[src/rtl/instr_mem_loader_if.sv]
// Byte-receive / instruction-memory write bus of instr_mem_loader.
// master = loader side (drives the write port), slave = UART receiver / memory side.
interface instr_mem_loader_if #(
  parameter int INST_SZ = 32,
  parameter int BYTE_SZ = 8,
  parameter int ADDR_SZ = 8
);
  logic               i_start;
  logic [BYTE_SZ-1:0] i_rx_data;
  logic               i_rx_valid;
  logic               o_wr_en;
  logic [ADDR_SZ-1:0] o_wr_addr;
  logic [INST_SZ-1:0] o_wr_data;

  modport master (
    input  i_start, i_rx_data, i_rx_valid,
    output o_wr_en, o_wr_addr, o_wr_data
  );

  modport slave (
    output i_start, i_rx_data, i_rx_valid,
    input  o_wr_en, o_wr_addr, o_wr_data
  );
endinterface

[src/rtl/instr_mem_loader.sv]
// Packs received bytes MSB-first into instruction words and writes them to consecutive
// addresses until HALT or memory full. Define LOADER_CHECKSUM_EN for a trailing XOR checksum word.
module instr_mem_loader #(
  parameter int                 INST_SZ    = 32,
  parameter int                 BYTE_SZ    = 8,
  parameter int                 ADDR_SZ    = 8,
  parameter logic [INST_SZ-1:0] HALT_INSTR = 32'hFFFF_FFFF
) (
  input  logic                i_clk,
  input  logic                i_reset_n,
  instr_mem_loader_if.master  bus,
  output logic                o_busy,
  output logic                o_done,
  output logic                o_overflow,
  output logic [ADDR_SZ:0]    o_word_count,
  output logic                o_chk_err
);

  localparam int BPW   = INST_SZ / BYTE_SZ;
  localparam int CNT_W = (BPW > 1) ? $clog2(BPW) : 1;
  localparam int WC_W  = ADDR_SZ + 1;
  localparam logic [CNT_W-1:0]   LAST_BYTE = CNT_W'(BPW - 1);
  localparam logic [ADDR_SZ-1:0] ADDR_MAX  = '1;

`ifdef LOADER_CHECKSUM_EN
  typedef enum logic [2:0] {
    S_IDLE  = 3'd0,
    S_RECV  = 3'd1,
    S_WRITE = 3'd2,
    S_DONE  = 3'd3,
    S_CHECK = 3'd4
  } state_t;
`else
  typedef enum logic [1:0] {
    S_IDLE  = 2'd0,
    S_RECV  = 2'd1,
    S_WRITE = 2'd2,
    S_DONE  = 2'd3
  } state_t;
`endif

  state_t             state_q, state_d;
  logic [INST_SZ-1:0] word_q, word_d;
  logic [CNT_W-1:0]   cnt_q, cnt_d;
  logic [ADDR_SZ-1:0] addr_q, addr_d;
  logic               ovf_q, ovf_d;
  logic               wr_en_q, wr_en_d;
  logic [ADDR_SZ-1:0] wr_addr_q, wr_addr_d;
  logic [INST_SZ-1:0] wr_data_q, wr_data_d;
  logic [WC_W-1:0]    word_count_q, word_count_d;
  logic               busy_q, done_q, overflow_q;
  logic               keep_s;
  logic [INST_SZ-1:0] shift_word_s;

`ifdef LOADER_CHECKSUM_EN
  logic [INST_SZ-1:0] xor_q, xor_d;
  logic               chk_flag_q, chk_flag_d;
  logic               chk_err_q;
`endif

  assign shift_word_s = {word_q[INST_SZ-BYTE_SZ-1:0], bus.i_rx_data};

  // Next-state, datapath and write-port decode.
  always_comb begin
    state_d      = state_q;
    word_d       = word_q;
    cnt_d        = cnt_q;
    addr_d       = addr_q;
    ovf_d        = ovf_q;
    wr_en_d      = 1'b0;
    wr_addr_d    = wr_addr_q;
    wr_data_d    = wr_data_q;
    word_count_d = word_count_q;
    keep_s       = 1'b0;
`ifdef LOADER_CHECKSUM_EN
    xor_d        = xor_q;
    chk_flag_d   = chk_flag_q;
`endif
    case (state_q)
      S_IDLE, S_DONE: begin
        if (bus.i_start) begin
          state_d      = S_RECV;
          word_d       = '0;
          cnt_d        = '0;
          addr_d       = '0;
          ovf_d        = 1'b0;
          word_count_d = '0;
`ifdef LOADER_CHECKSUM_EN
          xor_d        = '0;
          chk_flag_d   = 1'b0;
`endif
        end else begin
          state_d = state_q;
        end
      end
      S_RECV: begin
        if (bus.i_rx_valid) begin
          word_d = shift_word_s;
          cnt_d  = cnt_q + CNT_W'(1);
          if (cnt_q == LAST_BYTE) begin
            state_d = S_WRITE;
          end else begin
            state_d = S_RECV;
          end
        end else begin
          state_d = S_RECV;
        end
      end
      S_WRITE: begin
        wr_en_d      = 1'b1;
        wr_addr_d    = addr_q;
        wr_data_d    = word_q;
        word_count_d = word_count_q + WC_W'(1);
`ifdef LOADER_CHECKSUM_EN
        xor_d        = xor_q ^ word_q;
`endif
        if (word_q == HALT_INSTR) begin
`ifdef LOADER_CHECKSUM_EN
          state_d = S_CHECK;
          keep_s  = 1'b1;
`else
          state_d = S_DONE;
`endif
        end else if (addr_q == ADDR_MAX) begin
          state_d = S_DONE;
          ovf_d   = 1'b1;
        end else begin
          state_d = S_RECV;
          addr_d  = addr_q + ADDR_SZ'(1);
          keep_s  = 1'b1;
        end
        // A byte landing in the write cycle is byte 0 of the next word (counter is 0 here).
        if (bus.i_rx_valid && keep_s) begin
          word_d = shift_word_s;
          cnt_d  = cnt_q + CNT_W'(1);
        end else begin
          cnt_d  = cnt_q;
        end
      end
`ifdef LOADER_CHECKSUM_EN
      S_CHECK: begin
        if (bus.i_rx_valid) begin
          word_d = shift_word_s;
          cnt_d  = cnt_q + CNT_W'(1);
          if (cnt_q == LAST_BYTE) begin
            state_d    = S_DONE;
            chk_flag_d = (shift_word_s != xor_q);
          end else begin
            state_d = S_CHECK;
          end
        end else begin
          state_d = S_CHECK;
        end
      end
`endif
      default: begin
        state_d = S_IDLE;
      end
    endcase
  end

  // FSM state and datapath registers.
  always_ff @(posedge i_clk or negedge i_reset_n) begin
    if (!i_reset_n) begin
      state_q      <= S_IDLE;
      word_q       <= '0;
      cnt_q        <= '0;
      addr_q       <= '0;
      ovf_q        <= 1'b0;
      word_count_q <= '0;
`ifdef LOADER_CHECKSUM_EN
      xor_q        <= '0;
      chk_flag_q   <= 1'b0;
`endif
    end else begin
      state_q      <= state_d;
      word_q       <= word_d;
      cnt_q        <= cnt_d;
      addr_q       <= addr_d;
      ovf_q        <= ovf_d;
      word_count_q <= word_count_d;
`ifdef LOADER_CHECKSUM_EN
      xor_q        <= xor_d;
      chk_flag_q   <= chk_flag_d;
`endif
    end
  end

  // Registered outputs; status flags follow the state one cycle later so done trails the last strobe.
  always_ff @(posedge i_clk or negedge i_reset_n) begin
    if (!i_reset_n) begin
      wr_en_q    <= 1'b0;
      wr_addr_q  <= '0;
      wr_data_q  <= '0;
      busy_q     <= 1'b0;
      done_q     <= 1'b0;
      overflow_q <= 1'b0;
`ifdef LOADER_CHECKSUM_EN
      chk_err_q  <= 1'b0;
`endif
    end else begin
      wr_en_q    <= wr_en_d;
      wr_addr_q  <= wr_addr_d;
      wr_data_q  <= wr_data_d;
`ifdef LOADER_CHECKSUM_EN
      busy_q     <= (state_q == S_RECV) || (state_q == S_WRITE) || (state_q == S_CHECK);
      chk_err_q  <= (state_q == S_DONE) && chk_flag_q;
`else
      busy_q     <= (state_q == S_RECV) || (state_q == S_WRITE);
`endif
      done_q     <= (state_q == S_DONE);
      overflow_q <= (state_q == S_DONE) && ovf_q;
    end
  end

  assign bus.o_wr_en   = wr_en_q;
  assign bus.o_wr_addr = wr_addr_q;
  assign bus.o_wr_data = wr_data_q;
  assign o_busy        = busy_q;
  assign o_done        = done_q;
  assign o_overflow    = overflow_q;
  assign o_word_count  = word_count_q;
`ifdef LOADER_CHECKSUM_EN
  assign o_chk_err     = chk_err_q;
`else
  assign o_chk_err     = 1'b0;
`endif

endmodule

[src/flat_wrapper.sv]
// flat-port wrapper written by rule: the top's interface ports become plain ports
module instr_mem_loader_flat 
#(
  parameter int                 INST_SZ    = 32,
  parameter int                 BYTE_SZ    = 8,
  parameter int                 ADDR_SZ    = 8,
  parameter logic [INST_SZ-1:0] HALT_INSTR = 32'hFFFF_FFFF
)
  (i_clk, i_reset_n, o_busy, o_done, o_overflow, o_word_count, o_chk_err, bus_i_start, bus_i_rx_data, bus_i_rx_valid, bus_o_wr_en, bus_o_wr_addr, bus_o_wr_data);
  instr_mem_loader_if #(.INST_SZ(INST_SZ), .BYTE_SZ(BYTE_SZ), .ADDR_SZ(ADDR_SZ)) bus_i ();
  input  logic i_clk;
  input  logic i_reset_n;
  output logic o_busy;
  output logic o_done;
  output logic o_overflow;
  output logic [ADDR_SZ:0] o_word_count;
  output logic o_chk_err;
  input wire logic [$bits(bus_i.i_start)-1:0] bus_i_start;
  input wire logic [$bits(bus_i.i_rx_data)-1:0] bus_i_rx_data;
  input wire logic [$bits(bus_i.i_rx_valid)-1:0] bus_i_rx_valid;
  output wire logic [$bits(bus_i.o_wr_en)-1:0] bus_o_wr_en;
  output wire logic [$bits(bus_i.o_wr_addr)-1:0] bus_o_wr_addr;
  output wire logic [$bits(bus_i.o_wr_data)-1:0] bus_o_wr_data;
  assign bus_i.i_start = bus_i_start;
  assign bus_i.i_rx_data = bus_i_rx_data;
  assign bus_i.i_rx_valid = bus_i_rx_valid;
  assign bus_o_wr_en = bus_i.o_wr_en;
  assign bus_o_wr_addr = bus_i.o_wr_addr;
  assign bus_o_wr_data = bus_i.o_wr_data;
  instr_mem_loader #(.INST_SZ(INST_SZ), .BYTE_SZ(BYTE_SZ), .ADDR_SZ(ADDR_SZ), .HALT_INSTR(HALT_INSTR)) u_core (.i_clk(i_clk), .i_reset_n(i_reset_n), .bus(bus_i), .o_busy(o_busy), .o_done(o_done), .o_overflow(o_overflow), .o_word_count(o_word_count), .o_chk_err(o_chk_err));
endmodule
[config.mk]
export PLATFORM = sky130hd
export DESIGN_NAME = instr_mem_loader_flat
export DESIGN_NICKNAME = d
export VERILOG_FILES = /design/src/rtl/instr_mem_loader_if.sv /design/src/rtl/instr_mem_loader.sv /design/src/flat_wrapper.sv
export SDC_FILE = /design/constraint.sdc
export NUM_CORES = 1
export LEC_CHECK = 0
export ABC_AREA = 1
export CAP_MARGIN = 20
export CORE_ASPECT_RATIO = 0.75
export CORE_MARGIN = 2
export CORE_UTILIZATION = 50
export CTS_CLUSTER_DIAMETER = 30
export DETAILED_ROUTE_END_ITERATION = 12
export MAX_ROUTING_LAYER = met4
export PLACE_DENSITY = 0.74
export SKIP_CTS_REPAIR_TIMING = 1
export SLEW_MARGIN = 0
export SYNTH_ARGS = -nofsm -noshare
export SYNTH_HDL_FRONTEND = slang
export SYNTH_SLANG_ARGS = --single-unit
[constraint.sdc]
create_clock -name i_clk -period 2.9 [get_ports i_clk]
set_input_delay 0.435 -clock i_clk [delete_from_list [all_inputs] [get_ports i_clk]]
set_output_delay 0.435 -clock i_clk [all_outputs]
set_load 0.01 [all_outputs]
---- Word-level counts from Yosys, hierarchy flattened ----
Cells that the tools add are included.
storage, ports and cells
  bits in writable memories ............... 0
  input port bits ......................... 12
  memories kept ........................... 0
  output and inout bits ................... 54
  latch bits .............................. 0
  word-level logic and storage cells ...... 65
  bits in registers ....................... 98
  bits in read-only memories .............. 0
cells by class
  divide/modulo/power cells ............... 0
  muxes and demuxes ....................... 28
  equal/unequal tests ..................... 12
  $lt $le $gt $ge ......................... 0
  reduce and logical (&&, ||, !) cells .... 10
  add/subtract/negate cells ............... 3
  bitwise operators ....................... 0
  shift-type cells ........................ 0
  multiply operators ...................... 0
operators with widths
  cell                  number
  $mux 32               3
  $pmux 32 s3           1
  $eq 32x32->1 const B  1
  $mux 8                3
  $pmux 9 s2            1
  $mux 2                8
  $pmux 8 s2            1
  $pmux 2 s3            2
  $add 9x1->9 const B   1
  $mux 9                1
  $add 8x1->8 const B   1
  $eq 8x8->1 const B    1
  $ne 2x2->1 const B    4
  $reduce_and 4->1      2
  $mux 1                7
  $eq 2x2->1 const B    3
  $ne 2x1->1 const B    2
  $reduce_and 3->1      1
  $add 2x1->2 const B   1
  $eq 2x1->1 const B    1
  $logic_and 1x1->1     2
  $logic_not 2->1       1
  $pmux 1 s2            1
  $reduce_and 2->1      1
  other kinds (3)       3

---- Longest topological paths before layout ----
Gate-level depths: netlist of run 1.
  depth after elaboration ................. 7
  mapped depth ............................ 10
  mapped depth without buffers ............ 9

---- Worst setup path before layout of run 1 ----
No wires, ideal clock.
  path kind ............................... register -> register
  start ................................... reg u_core.state_q[0]
  end ..................................... reg u_core.word_count_q[3], in the netlist u_core.o_word_count[3]
  cell stages (with the launch flop) ...... 11
  path buffers ............................ 2
  slack ................................... 1.162 ns
  required time ........................... 2.777 ns
  clock period less this slack ............ 1.738 ns
  setup time .............................. 0.123 ns
  data arrival time ....................... 1.615 ns
  cells stage by stage .................... dfrtp_1 -> inv_1 -> ha_1 -> buf_2 -> inv_2 -> nor2_4 -> a21oi_2 -> buf_4 -> nand3_1 -> o21ai_0 -> a21oi_1
between the ends
  cells in the longest elaborated chain, start to end .. 4
  elaborated cells between the ends (all ways) .. 8
  those cells by class .................... eq/ne: 3; mux: 1; reduce/logical: 4
RTL lines
  item                                                       RTL line                 RTL
  start: declaration                                         instr_mem_loader.sv:42   state_t state_q, state_d;
  start signal: assignment                                   instr_mem_loader.sv:176  state_q <= state_d;
  $eq 2x2->1 or $logic_not 2->1 (tied branches)              instr_mem_loader.sv:79   case (state_q)
  $reduce_or 2->1                                            instr_mem_loader.sv:79
  $ne 2x2->1 (no line) or $reduce_bool 2->1 (tied branches)  n/a
  $reduce_and 2->1 (no line)                                 n/a
  end signal: assignment                                     instr_mem_loader.sv:181  word_count_q <= word_count_d;
  end: declaration                                           instr_mem_loader.sv:50   logic [WC_W-1:0] word_count_q, word_count_d;
Parallel ways exist; a longest one is shown, timed or not.
A chain may end at the register's enable or synchronous reset.

---- Worst setup path after layout of run 1 ----
  start ................................... reg u_core.state_q[0]
  end ..................................... reg u_core.word_q[3]
between the ends
  cells in the longest elaborated chain, start to end .. 4
  elaborated cells between the ends (all ways) .. 10
  those cells by class .................... eq/ne: 6; mux: 1; reduce/logical: 3
RTL lines
  item                                           RTL line                 RTL
  $eq 2x2->1 or $logic_not 2->1 (tied branches)  instr_mem_loader.sv:79
  $reduce_or 2->1                                instr_mem_loader.sv:79
  $ne 2x2->1 (no line)                           n/a
  $reduce_and 3->1 (no line)                     n/a
  end signal: assignment                         instr_mem_loader.sv:177  word_q <= word_d;
  end: declaration                               instr_mem_loader.sv:43   logic [INST_SZ-1:0] word_q, word_d;
Parallel ways exist; a longest one is shown, timed or not.

==> results of run 1 <==
==> cells by family (layout without fill, tap and decap cells) <==
kind of cell / count (synthesis) / after routing / share of synthesized area, %
simple gates: 334 / 334 / 31.5
buf+inv: 90 / 145 / 8.30
xor+xnor: 1 / 1 / 0.190
other cells: 1 / 1 / 0.0813
flops: 98 / 98 / 53.2
fa+ha+maj: 6 / 6 / 1.63
compound gates: 45 / 45 / 5.10
==> report_power, final <==
part | internal [mW] | total, mW | switching [mW]
sequential | 1.74 | 2.01 | 0.265
combinational | 0.649 | 1.58 | 0.930
clock | 0.891 | 1.39 | 0.504
total | 3.28 | 4.98 | 1.70
==> worst max-delay path: cells and delay by family, from the launching register on <==
family                   cells  cell delay, ps
buffers and inverters        1              60
adder cells (fa/ha/maj)      1             390
AND/OR/NAND/NOR              6            1630
flip-flops                   1             410
==> cells in the final DEF (no fill, tap or decap) <==
cell	instances
nand2_1	198
dfrtp_1	98
nor2_1	63
clkdlybuf4s50_1	63
inv_1	56
nand4_1	45
o21ai_0	38
nand3_1	14
clkbuf_16	9
buf_4	7
ha_1	6
nor2_4	4
nor3_1	4
a21oi_1	4
bufinv_16	3
inv_2	2
nand2_2	2
clkbuf_8	2
nand2_4	1
nand3_4	1
a21boi_0	1
o32ai_1	1
a21oi_4	1
nor3b_1	1
nand3_2	1
xor2_1	1
conb_1	1
clkinvlp_4	1
clkbuf_1	1
buf_12	1
==> metal layers <==
layer,vias up,part of all wire (%),wire length [um]
li1,1918,-,-
met3,12,6.8,724
met2,144,46,4890
met4,0,1.2,128
met5,-,0,0
met1,1845,46,4950
==> final cells by class <==
type / count / area, sq um
multi-input cells: 387 / 1790
clock buffers: 12 / 256
clock inverters: 4 / 97.6
well taps: 112 / 140
fillers: 754 / 3360
repair buffers: 71 / 703
inverters: 58 / 218
flip-flops and latches: 98 / 2450
==> final timing paths <==
check / cells past startpoint / slack, ps / startpoint / endpoint
hold / removal: 1 / 80 / i_reset_n / u_core.addr_q[6]
hold reg to reg: 2 / 470 / u_core.bus.o_wr_addr[1] / u_core.bus.o_wr_addr[1]
max in group asynchronous: 2 / 2120 / i_reset_n / u_core.bus.o_wr_data[14]
min in group i_clk: 2 / 470 / u_core.bus.o_wr_addr[1] / u_core.bus.o_wr_addr[1]
setup / recovery: 8 / 280 / u_core.state_q[0] / u_core.word_q[3]
setup reg to reg: 8 / 280 / u_core.state_q[0] / u_core.word_q[3]
==> sequential cells by signal, indices dropped and copies added (netlist names) <==
| signal | cells |
|---|---|
| u_core.bus.o_wr_data | 32 |
| u_core.word_q | 32 |
| u_core.o_word_count | 9 |
| u_core.addr_q | 8 |
| u_core.bus.o_wr_addr | 8 |
| u_core.cnt_q | 2 |
| u_core.state_q | 2 |
| u_core.bus.o_wr_en | 1 |
| u_core.o_busy | 1 |
| u_core.o_done | 1 |
| u_core.o_overflow | 1 |
| u_core.ovf_q | 1 |
==> stage by stage <==
step	total power [mW]	setup slack, ps	utilization (%)	instance area (sq um)
after detailed placement	3.57	329	58.7	5290
after global routing	5.32	55.0	62.7	5650
after global placement	3.52	405	58.7	5290
after floorplan	2.97	1160	-	4610
final	4.98	281	62.7	5650
after CTS	4.99	293	62.7	5650
==> run summary, run 1 <==
The part of the Yosys area used for sequential elements was 53.2%; the count of buffers from port buffering was 64. Synthesis handed over a netlist of 575 instances. The max-slew violation count came out at 0. Category of the worst setup path capture point: a flop. Max-cap violations in this run came to 0.

Global routing consumed, on the met3 layer, 4.59% of the routing resources. The die covers 10000 sq um. Post-detailed-routing wire length: 10.7 mm. The area growth from synthesis to layout is 22.5%.

The most used flip-flop cell after synthesis is dfrtp_1. For the initial antenna violation count, the log shows 0. The most heavily used metal layer in global routing was met2. The worst ir drop on vdd was 0.544 mV. After synthesis, the cell types taking the most area are dfrtp_1 (53%), nand2_1 (16%), nand4_1 (6.1%), nor2_1 (5.1%), inv_1 (4.6%). The count of nets left with antenna violations once routing finished came out at 0. The number of synthesized flops with an enable pin is 0, and the final estimated routing congestion in global placement is 0.849. The run gives 51.2% as the effective utilization at floorplan.

The average wire per cell in the routed design is 14.4 um, and the half-perimeter wire length after detailed placement is 7.01 mm. TritonCTS built the clock tree. For the worst setup path, the data required time is 3130 ps.

The detailed-routing iteration count for the pre-antenna-repair pass came out at 5. The run gives 0 as the total congestion overflow after global routing. Global routing consumed, over all layers together, 23.8% of the routing resources.

The final critical path takes up 90.3% of the cycle. The area of the core region was 9010 sq um. The cell sitting at the root of the clock tree is a clkbuf_16.

The met1 layer usage reported by global route was 33.3%. The signal on the critical path passes through inv_1 -> ha_1 -> nor2_1 -> nor2_1 -> nor2_4 -> nand3_4 -> nand2_1 -> nand2_1. The via count of the first global-routing pass was 3773; the horizontal die dimension was 115 um. The top cell type by area accounts for 53.2% of the synthesized area.

The run finished with clean final reports. The tools report the max-slew headroom at the worst pin as 44.0%. After the first detailed-routing iteration, the DRC count stood at 414.

dfrtp_1 takes more of the synthesized area than any other cell. The number of clock buffers added by TritonCTS is 9. Power per standard cell area: 881 nW/um^2. Setup violations remaining at the end of the flow were counted as 0. Startpoint class of the critical path: a flop. The die height came out at 87.2 um. The first global-routing pass estimated 18.3 mm of wire. Setup repair after global routing left no endpoint under its margin. Cell with the most instances after synthesis: nand2_1.

Along the worst path, the maximum fanout reaches 35. The met2 usage in global routing is 36.3%, and the final cell count without fillers is 742. The tools report the clock insertion delay at the later pin of the skew report as 340 ps. After clock tree synthesis, the clock-pin slew on the worst setup and hold paths is 70 ps. The logs give 0 for the antenna cell count and 7.68 ps for the largest clock skew in the final design.

66 I/O pins were placed. Yosys printed 0 warnings. The number of nets at the end of the flow is 643.

The analysis attributes to cell leakage a power of 2.75 nW. The floorplan has 30 rows. The post-synthesis cell type count came out at 27.

The class of the worst hold path was input pin to asynchronous set/reset pin. In this run the cell area of the synthesized design comes to 4610 sq um. The run gives 98 as the total clock sinks. Based on the critical path, the design can be clocked at up to 382 MHz. The synthesized area per cell works out to 8.02 sq um.

The fraction of registers with async set or reset after synthesis is 100%, and the data arrival time of the critical path is 2850 ps. In the routed layout, each cell is associated on average with a via count of 5.28. The slew of the pin with the lowest slew margin was 838 ps; the highest cell delay on the worst timing path was 640 ps.

Slowest cell on the critical path: nor2_4. The number of nets handed over by synthesis was 593. The commonest cells after synthesis are nand2_1 (198), dfrtp_1 (98), nor2_1 (63). The cell total after placement is 726. In the routed design, unresolved DRC markers number 0.

The count of final hold-check violations came out at 0. The longest clock path from root to sink contains 2 buffers. The clock tree synthesis step divided the H-tree into 3 levels.

In this run, synthesis produced a sequential element count of 98. Across all layers, the routed design uses 3919 vias. Across all hold checks on the routed design, the worst slack comes to 84.4 ps. Clock period minus worst slack: 2620 ps. Entering global routing, the biggest net connects 56 pins. Cells with a size suffix above 1 make up 5.56% of the layout.

Category of the critical setup timing path: flop to flop. The total negative setup slack came out at 0 ps.
Power figures use the tool's default switching activity.
==> run 2: changes to the inputs <==
--- a/config.mk
+++ b/config.mk
@@ -12,6 +12,7 @@
 export CORE_UTILIZATION = 50
 export CTS_CLUSTER_DIAMETER = 30
 export DETAILED_ROUTE_END_ITERATION = 12
+export GPL_ROUTABILITY_DRIVEN = 0
 export MAX_ROUTING_LAYER = met4
 export PLACE_DENSITY = 0.74
 export SKIP_CTS_REPAIR_TIMING = 1
@@ -19,3 +20,4 @@
 export SYNTH_ARGS = -nofsm -noshare
 export SYNTH_HDL_FRONTEND = slang
 export SYNTH_SLANG_ARGS = --single-unit
+export TNS_END_PERCENT = 100
==> results of run 2 <==
No change in the layout: final DEF, timing and power equal those of run 1.
==> run 3: changes to the inputs <==
--- a/config.mk
+++ b/config.mk
@@ -10,7 +10,6 @@
 export CORE_ASPECT_RATIO = 0.75
 export CORE_MARGIN = 2
 export CORE_UTILIZATION = 50
-export CTS_CLUSTER_DIAMETER = 30
 export DETAILED_ROUTE_END_ITERATION = 12
 export GPL_ROUTABILITY_DRIVEN = 0
 export MAX_ROUTING_LAYER = met4
==> results of run 3 <==
No change in the layout: final DEF, timing and power equal those of run 1.
